File: src/rtl/branch_predictor_if.sv
// Fetch/execute-facing signal bundle of the bimodal branch predictor.
`timescale 1ns/1ps
interface branch_predictor_if #(
    parameter int PC_W = 10
);
    logic            lookup_vld;
    logic [PC_W-1:0] lookup_pc;
    logic            pred_vld;
    logic            pred_taken;
    logic            stall;
    logic            resolve_vld;
    logic            resolve_taken;
    logic            mispredict;
    logic            flush;

    modport master (
        output lookup_vld, lookup_pc, resolve_vld, resolve_taken, flush,
        input  pred_vld, pred_taken, stall, mispredict
    );

    modport slave (
        input  lookup_vld, lookup_pc, resolve_vld, resolve_taken, flush,
        output pred_vld, pred_taken, stall, mispredict
    );
endinterface

File: src/rtl/branch_predictor.sv
// Bimodal branch predictor: 2-bit saturating counters indexed by low PC bits,
// with an in-order in-flight queue pairing each resolve with its prediction.
`timescale 1ns/1ps
module branch_predictor #(
    parameter int IDX_W   = 4,
    parameter int PC_W    = 10,
    parameter int Q_DEPTH = 4
) (
    input  logic              bp_clk_i,
    input  logic              bp_rst_n_i,
    branch_predictor_if.slave bp
);
    localparam int ENTRIES = 1 << IDX_W;
    localparam int PTR_W   = $clog2(Q_DEPTH);
    localparam int OCC_W   = $clog2(Q_DEPTH + 1);

    typedef struct packed {
        logic [IDX_W-1:0] idx;
        logic             predTaken;
    } flight_t;

    logic [1:0]       ctrTable_q [ENTRIES];
    flight_t          fifo_q [Q_DEPTH];
    logic [PTR_W-1:0] headPtr_q, headPtr_d;
    logic [PTR_W-1:0] tailPtr_q, tailPtr_d;
    logic [OCC_W-1:0] occupancy_q, occupancy_d;
    logic             predVld_q, predVld_d;
    logic             predTaken_q, predTaken_d;
    logic             mispredict_q, mispredict_d;

    logic [PC_W-1:0]  lookupPc;
    logic             unusedPcBits;
    logic [IDX_W-1:0] lookupIdx;
    logic [1:0]       lookupCtr;
    logic [1:0]       headCtr;
    logic [1:0]       headCtrNext;
    flight_t          headEntry;
    logic             full;
    logic             empty;
    logic             accept;
    logic             pop;

    // Only the low index bits select a counter; aliasing PCs share it.
    assign lookupPc     = bp.lookup_pc;
    assign unusedPcBits = ^lookupPc;
    assign lookupIdx    = lookupPc[IDX_W-1:0];
    assign lookupCtr    = ctrTable_q[lookupIdx];
    assign headEntry    = fifo_q[headPtr_q];
    assign headCtr      = ctrTable_q[headEntry.idx];

    assign full   = (occupancy_q == OCC_W'(Q_DEPTH));
    assign empty  = (occupancy_q == '0);
    assign accept = bp.lookup_vld && !full && !bp.flush;
    assign pop    = bp.resolve_vld && !empty;

    always_comb begin
        headCtrNext = headCtr;
        if (bp.resolve_taken) begin
            if (headCtr != 2'b11) headCtrNext = headCtr + 2'd1;
        end else begin
            if (headCtr != 2'b00) headCtrNext = headCtr - 2'd1;
        end
    end

    always_comb begin
        headPtr_d    = headPtr_q;
        tailPtr_d    = tailPtr_q;
        occupancy_d  = occupancy_q + OCC_W'(accept) - OCC_W'(pop);
        predVld_d    = accept;
        predTaken_d  = accept ? lookupCtr[1] : predTaken_q;
        mispredict_d = pop && (headEntry.predTaken != bp.resolve_taken);

        if (accept) tailPtr_d = tailPtr_q + PTR_W'(1);
        if (pop)    headPtr_d = headPtr_q + PTR_W'(1);

        // A same-cycle resolve still trains and reports before the queue empties.
        if (bp.flush) begin
            headPtr_d   = '0;
            tailPtr_d   = '0;
            occupancy_d = '0;
        end
    end

    always_ff @(posedge bp_clk_i or negedge bp_rst_n_i) begin
        if (!bp_rst_n_i) begin
            headPtr_q    <= '0;
            tailPtr_q    <= '0;
            occupancy_q  <= '0;
            predVld_q    <= 1'b0;
            predTaken_q  <= 1'b0;
            mispredict_q <= 1'b0;
        end else begin
            headPtr_q    <= headPtr_d;
            tailPtr_q    <= tailPtr_d;
            occupancy_q  <= occupancy_d;
            predVld_q    <= predVld_d;
            predTaken_q  <= predTaken_d;
            mispredict_q <= mispredict_d;
        end
    end

    always_ff @(posedge bp_clk_i or negedge bp_rst_n_i) begin
        if (!bp_rst_n_i) begin
            for (int i = 0; i < ENTRIES; i++) ctrTable_q[i] <= 2'b10;
        end else if (pop) begin
            ctrTable_q[headEntry.idx] <= headCtrNext;
        end
    end

    // Queue payload needs no reset: occupancy alone decides what is live.
    always_ff @(posedge bp_clk_i) begin
        if (accept) fifo_q[tailPtr_q] <= {lookupIdx, lookupCtr[1]};
    end

    assign bp.pred_vld   = predVld_q;
    assign bp.pred_taken = predTaken_q;
    assign bp.mispredict = mispredict_q;
    assign bp.stall      = full;
endmodule

File: src/flat_wrapper.sv
// flat-port wrapper written by rule: the top's interface ports become plain ports
module branch_predictor_flat 
#(
    parameter int IDX_W   = 4,
    parameter int PC_W    = 10,
    parameter int Q_DEPTH = 4
)
  (bp_clk_i, bp_rst_n_i, bp_lookup_vld, bp_lookup_pc, bp_resolve_vld, bp_resolve_taken, bp_flush, bp_pred_vld, bp_pred_taken, bp_stall, bp_mispredict);
  branch_predictor_if #(.PC_W(PC_W)) bp_i ();
  input  logic bp_clk_i;
  input  logic bp_rst_n_i;
  input wire logic [$bits(bp_i.lookup_vld)-1:0] bp_lookup_vld;
  input wire logic [$bits(bp_i.lookup_pc)-1:0] bp_lookup_pc;
  input wire logic [$bits(bp_i.resolve_vld)-1:0] bp_resolve_vld;
  input wire logic [$bits(bp_i.resolve_taken)-1:0] bp_resolve_taken;
  input wire logic [$bits(bp_i.flush)-1:0] bp_flush;
  output wire logic [$bits(bp_i.pred_vld)-1:0] bp_pred_vld;
  output wire logic [$bits(bp_i.pred_taken)-1:0] bp_pred_taken;
  output wire logic [$bits(bp_i.stall)-1:0] bp_stall;
  output wire logic [$bits(bp_i.mispredict)-1:0] bp_mispredict;
  assign bp_i.lookup_vld = bp_lookup_vld;
  assign bp_i.lookup_pc = bp_lookup_pc;
  assign bp_i.resolve_vld = bp_resolve_vld;
  assign bp_i.resolve_taken = bp_resolve_taken;
  assign bp_i.flush = bp_flush;
  assign bp_pred_vld = bp_i.pred_vld;
  assign bp_pred_taken = bp_i.pred_taken;
  assign bp_stall = bp_i.stall;
  assign bp_mispredict = bp_i.mispredict;
  branch_predictor #(.IDX_W(IDX_W), .PC_W(PC_W), .Q_DEPTH(Q_DEPTH)) u_core (.bp_clk_i(bp_clk_i), .bp_rst_n_i(bp_rst_n_i), .bp(bp_i));
endmodule
File: config.mk
export PLATFORM = sky130hd
export DESIGN_NAME = branch_predictor_flat
export DESIGN_NICKNAME = d
export VERILOG_FILES = /design/src/rtl/branch_predictor_if.sv /design/src/rtl/branch_predictor.sv /design/src/flat_wrapper.sv
export SDC_FILE = /design/constraint.sdc
export NUM_CORES = 1
export LEC_CHECK = 0
export ABC_AREA = 1
export ABC_CLOCK_PERIOD_IN_PS = 3930
export BUFFER_PORTS_ARGS = -buffer_cell sky130_fd_sc_hd__buf_2
export CAP_MARGIN = 20
export CELL_PAD_IN_SITES_DETAIL_PLACEMENT = 0
export CELL_PAD_IN_SITES_GLOBAL_PLACEMENT = 1
export CORE_MARGIN = 3
export CORE_UTILIZATION = 49
export DETAILED_ROUTE_END_ITERATION = 10
export GPL_TIMING_DRIVEN = 1
export PLACE_DENSITY_LB_ADDON = 0.3
export SETUP_SLACK_MARGIN = 0.5
export SLEW_MARGIN = 0
export SYNTH_ARGS = -nofsm -noshare
export SYNTH_HDL_FRONTEND = slang
export SYNTH_SLANG_ARGS = --single-unit
File: constraint.sdc
create_clock -name bp_clk_i -period 3.93 [get_ports bp_clk_i]
set_input_delay 0.786 -clock bp_clk_i [delete_from_list [all_inputs] [get_ports bp_clk_i]]
set_output_delay 0.786 -clock bp_clk_i [all_outputs]
set_load 0.1 [all_outputs]
* Word level (Yosys, flattened, before mapping)
Memories as Yosys holds them, arrays and structs flattened.
Cells that the tools add are included.
** Cells by class
- Add/sub/neg operators :: 6
- Order comparisons :: 3
- Equal/unequal tests :: 3
- Multiplexer cells :: 19
- Bitwise logic cells :: 2
- Reductions and logical operators :: 12
** Operator list (count)
- bitwise mux 32 bit :: 1
- two-way mux 2 bit :: 12
- binary-select mux 2 bit (select 4 bit) :: 2
- >= comparator 5 bit, second input constant :: 2
- inverter 4 -> 5 bit :: 2
- demux 2 bit (select 4 bit) :: 1
- adder 2 x 1 -> 2 bit, second input constant :: 3
- nonzero test 2 bit :: 3
- logical AND 1 bit :: 5
- < comparator 5 x 1 -> 1 bit, second input constant :: 1
- adder 3 x 1 -> 3 bit :: 1
- equality test 3 bit, second input constant :: 1
- logical NOT 1 bit :: 3
- logical NOT 3 bit :: 1
- two-way mux 3 bit :: 1
- subtractor 3 x 1 -> 3 bit :: 1
- two-way mux 1 bit :: 2
- != test 2 bit, second input constant :: 1
- subtractor 2 x 1 -> 2 bit, second input constant :: 1
- != test 1 bit :: 1
** Word-level totals
- Register bits :: 42
- Memory bits (writable) :: 20
- Logic and storage cells :: 68
- Memories :: 1
** Memory list
- u_core.fifo_q :: words 4, bits a word 5, read ports 1, clocked after Yosys merged registers in 0, write ports 1, line branch_predictor.sv:23 : flight_t fifo_q [Q_DEPTH];

* Depth between registers and ports, before layout
An unclocked memory read counts as a cell.
- Depth after elaboration :: 9
- Mapped depth :: 18

* Worst setup path before layout
OpenSTA, ideal clock, no wires.
- Path kind :: in2reg
- Start point :: input bp_resolve_vld
- End point :: register u_core.occupancy_q[2]
- Data arrival time :: 2043 ps
- Data required time :: 3812 ps
- Setup slack :: 1769 ps
- Stages on the path :: 9
- Path through :: o31ai_1 > inv_1 > ha_1 > inv_1 > ha_1 > inv_1 > fa_1 > xor2_1 > nor2_1
** Between the ends
- Cells in the longest elaborated chain, start to end :: 3
** Ends and longest elaborated chain
- start: declaration :: line flat_wrapper.sv:14 : input wire logic [$bits(bp_i.resolve_vld)-1:0] bp_resolve_vld;
- logical AND 1 bit :: line branch_predictor.sv:54 : assign pop = bp.resolve_vld && !empty;
- subtractor 3 x 1 -> 3 bit :: line branch_predictor.sv:68 : occupancy_d = occupancy_q + OCC_W'(accept) - OCC_W'(pop);
- two-way mux 3 bit :: line branch_predictor.sv:77 : if (bp.flush) begin
- via u_core.occupancy_d[2] :: line branch_predictor.sv:26 : logic [OCC_W-1:0] occupancy_q, occupancy_d;
- end signal: assignment :: line branch_predictor.sv:95 : occupancy_q <= occupancy_d;
- end: declaration :: line branch_predictor.sv:26
The timed path passes the listed nets, and every way through them passes these cells.
A chain may end at the register's enable or synchronous reset.

* Worst setup path in the final report
- Start point :: register u_core.headPtr_q[0]
- End point :: register u_core.ctrTable_q[31] (netlist name)
** Between the ends
- Cells in the longest elaborated chain, start to end :: 9
- Elaborated cells between the ends (all ways) :: 18
- Those cells by class :: add/sub (2); order compare (2); eq/ne (1); mux (9); bitwise (1); reduce/logical (2); memory (1)
** Ends and longest elaborated chain
- start: declaration :: line branch_predictor.sv:24 : logic [PTR_W-1:0] headPtr_q, headPtr_d;
- start signal: assignment :: line branch_predictor.sv:93 : headPtr_q <= headPtr_d;
- memory read (4 x 5 bit) (*)
- inverter 4 -> 5 bit (implied by the code) (*) :: line branch_predictor.sv:49, branch_predictor.sv:106
- binary-select mux 2 bit (select 4 bit) :: line branch_predictor.sv:49 : assign headCtr = ctrTable_q[headEntry.idx];
- two-way mux 2 bit (implied by the code) (2 in a row) :: line branch_predictor.sv:49
- subtractor 2 x 1 -> 2 bit, or another cell as far along :: line branch_predictor.sv:61 : if (headCtr != 2'b00) headCtrNext = headCtr - 2'd1;
- two-way mux 2 bit, on equally long branches :: line branch_predictor.sv:61, branch_predictor.sv:59
- two-way mux 2 bit :: line branch_predictor.sv:58 : if (bp.resolve_taken) begin
- bitwise mux 32 bit (*) :: line branch_predictor.sv:106 : ctrTable_q[headEntry.idx] <= headCtrNext;
- end signal: indexed assignment :: line branch_predictor.sv:106
- end: declaration :: line branch_predictor.sv:22 : logic [1:0] ctrTable_q [ENTRIES];
Every way passes the cells marked *; elsewhere a longest branch is shown, timed or not. The select of a mux whose other input is x is not followed.

==> impl_results.md <==
- Vias per cell: between 5 and 6
- Syn Area/Cell: about 7.8 um2
- Setup TNS: 0 ns
- Layout cells sized above 1: a little over an eighth
- Post-synthesis sequential area ratio: roughly 50%
- Vias post-DR: about 2700
- # setup viols final: 0
- Effective utilization at floorplan: roughly 52%
- GPL Wtd Cong: approximately 0.80
- Crit path buf inv count: 1
- First-pass GRT wire length: about 13000 um
- Post-synth EDFFs: 20
- IO buf count: 13
- DR WL met3: approximately 360 um
- CP Cell Sequence: inv_2 -> nand2_1 -> nand3_2 -> nand2_4 -> nand2_1 -> nand2_1 -> nand2_1 -> nand2_1 -> nand2_1 -> nand2_1 -> o21ai_4 -> nand2_2 -> nand2_4 -> nand2_1 -> nand2_1
- Most numerous cell in the Yosys netlist: nand2_1
- Sink Count: 62
- Die footprint: a little under 8000 um2
- Ys async rst share: 67.74%
- Final slew viol count: 0
- Share of the synthesized area in the top cell type: 19.40%
- Die Y: a little under 90 um
- Final instance area: between 3000 and 4000 um2
- Die W: a little under 90 um
- CP endpoint: u_core.ctrTable_q[31]
- Critical Path Fanout Max: 18
- DP Area: roughly 3400 um2
- DP Worst Slack: ~1.1 ns
- Largest stage delay, worst path: approximately 0.54 ns
- Status: finished clean
- Largest net degree at the start of global routing: 43
- Reg2reg setup slack: 1.05 ns
- DR pass1 iterations: 4
- Synth warn: 0
- Global route overflow: 0
- Period utilization: around three quarters
- # Max-Cap Violations: 0
- Fill count: 640
- Drc violations: 0
- Worst reg2reg endpoint: u_core.ctrTable_q[31]
- Hold crit path type: in -> async
- Post-CTS setup-driven buffer insertion count: 0
- CTS root buffer: clkbuf_8
- Nets: roughly 470
- F_max: between 300 and 400 MHz
- Post-synth top flop: dfrtp_1
- RSZ-0062 raised after global routing: no
- Slew @ Worst Pin: 0.6843 ns
- # IOs: 20
- CTS tree: built
- FF-to-FF Start: u_core.headPtr_q[0]
- Worst Setup Start Kind: flip-flop
- Most frequent cells after synthesis: nand2_1 (166), inv_1 (64), nand3_1 (36), nor2_1 (36), dfrtp_1 (26)
- Worst Setup End Kind: flip-flop
- Period minus WS final: between 2 and 3 ns
- Clock Path Buffers: 2
- Worst Setup Path Type: reg -> reg
- Maximum vdd drop: 0.4278 mV
- Htree depth: 3
- Unique masters post-synth: 30
- Met1 WL: around 3800 um
- Power Density: between 700 and 800 nW/um2
- Post-Syn Area: about 3400 um2
- Worst path depth: 15
- Leak: about 1.8 nW
- Vias in the first global route: 2563
- HPWL Detailed: roughly 5200 um
- Skew-Pair Late Insertion Delay: around 0.35 ns
- Net Count, Synth: ~460
- Largest delay share family, worst path: simple AND/OR/NAND/NOR gates
- Antenna viol nets, final: 0
- Max_slew headroom: 53.90%
- Hold-fix buffers at CTS: 0
- Worst EP arrival: 3.17 ns
- Routed len/inst: between 10 and 15 um
- R2R cell count: 15
- Synth Instances: about 430
- Core ar.: between 6000 and 7000 um2
- Layout area overhead: 9.105%
- Routed wl met2: about 3300 um
- Total CTS buffers: 9
- All-Layer GR Usage: between 20% and 30%
- Area contributors post-synth: dfrtp_1 (19%), nand2_1 (19%), edfxtp_1 (18%), dfstp_2 (13%), inv_1 (7.2%)
- Critical Path RT: between 4 and 5 ns
- Design Power: approximately 2.7 mW
- Seq cells post-synth: 62
- Row count: 29
- Critical path launch point: u_core.headPtr_q[0]
- 1st-iter DRT viols: approximately 150
- Drt total wl: between 7000 and 8000 um
- Most numerous cell on the critical path: nand2_1
- Final hold vios: 0
- Yosys top cell by area: dfrtp_1
- Critical-path top delay cell: dfrtp_1
- ANT cells: 0
- Resized Gates After CTS: 0
- PnR worst setup slack: roughly 1.1 ns
- Initial antenna violation count: 0
- Clk_skew: approximately 0.012 ns
- Clk pin slew, worst setup/hold paths: about 0.070 ns
- Max layer used: met4
==> kinds of logic (layout without fill, tap and decap cells) <==
| group | after synthesis | after routing | synth area share, % |
|---|---|---|---|
| and+or+nand+nor | 249 | 249 | 30.78 |
| xor gates and xnor gates | 3 | 3 | 0.7837 |
| AOI/OAI and AO/OA | 35 | 35 | 5.933 |
| buffers and inverters | 76 | 97 | 9.813 |
| DFF | 62 | 62 | 49.85 |
| adders and majority gates | 7 | 7 | 2.836 |
==> where the power goes <==
| part | switching (mW) | internal, mW |
|---|---|---|
| logic | 0.830 | 0.334 |
| clock network | 0.271 | 0.293 |
| registers | 0.121 | 0.894 |
==> per-layer routing <==
metal	GRT usage [%]	up-vias
li1	-	1373
met1	31.93	1264
met2	32.19	45
met3	5.400	9
met4	6.731	0
met5	0	-
==> through the flow <==
| step | hold slack [ns] | std cells | utilization, % |
|---|---|---|---|
| finish | 0.3506 | 530 | 56.33 |
| floorplan | 0.4465 | 432 | - |
| CTS | 0.4675 | 529 | 56.02 |
| detailed placement | 0.4547 | 513 | 52.98 |
| global route | 0.3691 | 530 | 56.33 |
| global placement | 0.4537 | 513 | 52.98 |
==> how the worst min path moves through the flow <==
stage	start	endpoint	depth (start not counted)
finish	bp_rst_n_i	u_core.bp.mispredict	1
global route	bp_rst_n_i	u_core.bp.mispredict	1
CTS	u_core.ctrTable_q[25]	u_core.ctrTable_q[25]	2
detailed placement	u_core.ctrTable_q[25]	u_core.ctrTable_q[25]	2
global placement	u_core.ctrTable_q[25]	u_core.ctrTable_q[25]	2
floorplan	u_core.ctrTable_q[13]	u_core.ctrTable_q[13]	2
==> final cells by class <==
cell class / instances / area [um2] / share of cell area (%)
inverter: 66 / 247.7 / 6.772
tap: 77 / 96.34 / 2.633
clock inverter: 7 / 73.82 / 2.018
sequential: 62 / 1672 / 45.69
timing repair buffer: 15 / 92.59 / 2.531
clock buffer: 9 / 123.9 / 3.386
multi-input combinational: 294 / 1353 / 36.97
==> sequential cells by signal, summed over array words and instances (netlist names) <==
register,flops
u_core.ctrTable_q,32
u_core.occupancy_q,3
u_core.bp.pred_taken,1
u_core.tailPtr_q,2
u_core.bp.pred_vld,1
u_core.headPtr_q,2
u_core.fifo_q,20
u_core.bp.mispredict,1
==> cell usage in the layout (no fill, tap or decap), types with 2 or more instances in the layout <==
cell and count:
a21oi_1 10, buf_2 13, clkbuf_8 9, clkinvlp_4 4, dfrtp_1 26, dfstp_2 16, edfxtp_1 20, ha_1 6
inv_1 64, inv_2 2, nand2_1 166, nand2_2 4, nand2_4 2, nand3_1 36, nor2_1 36, nor2_2 2
o211ai_1 2, o21ai_0 14, o21ai_1 5, xor2_1 2
No activity file was read; power rests on OpenSTA's default activity.
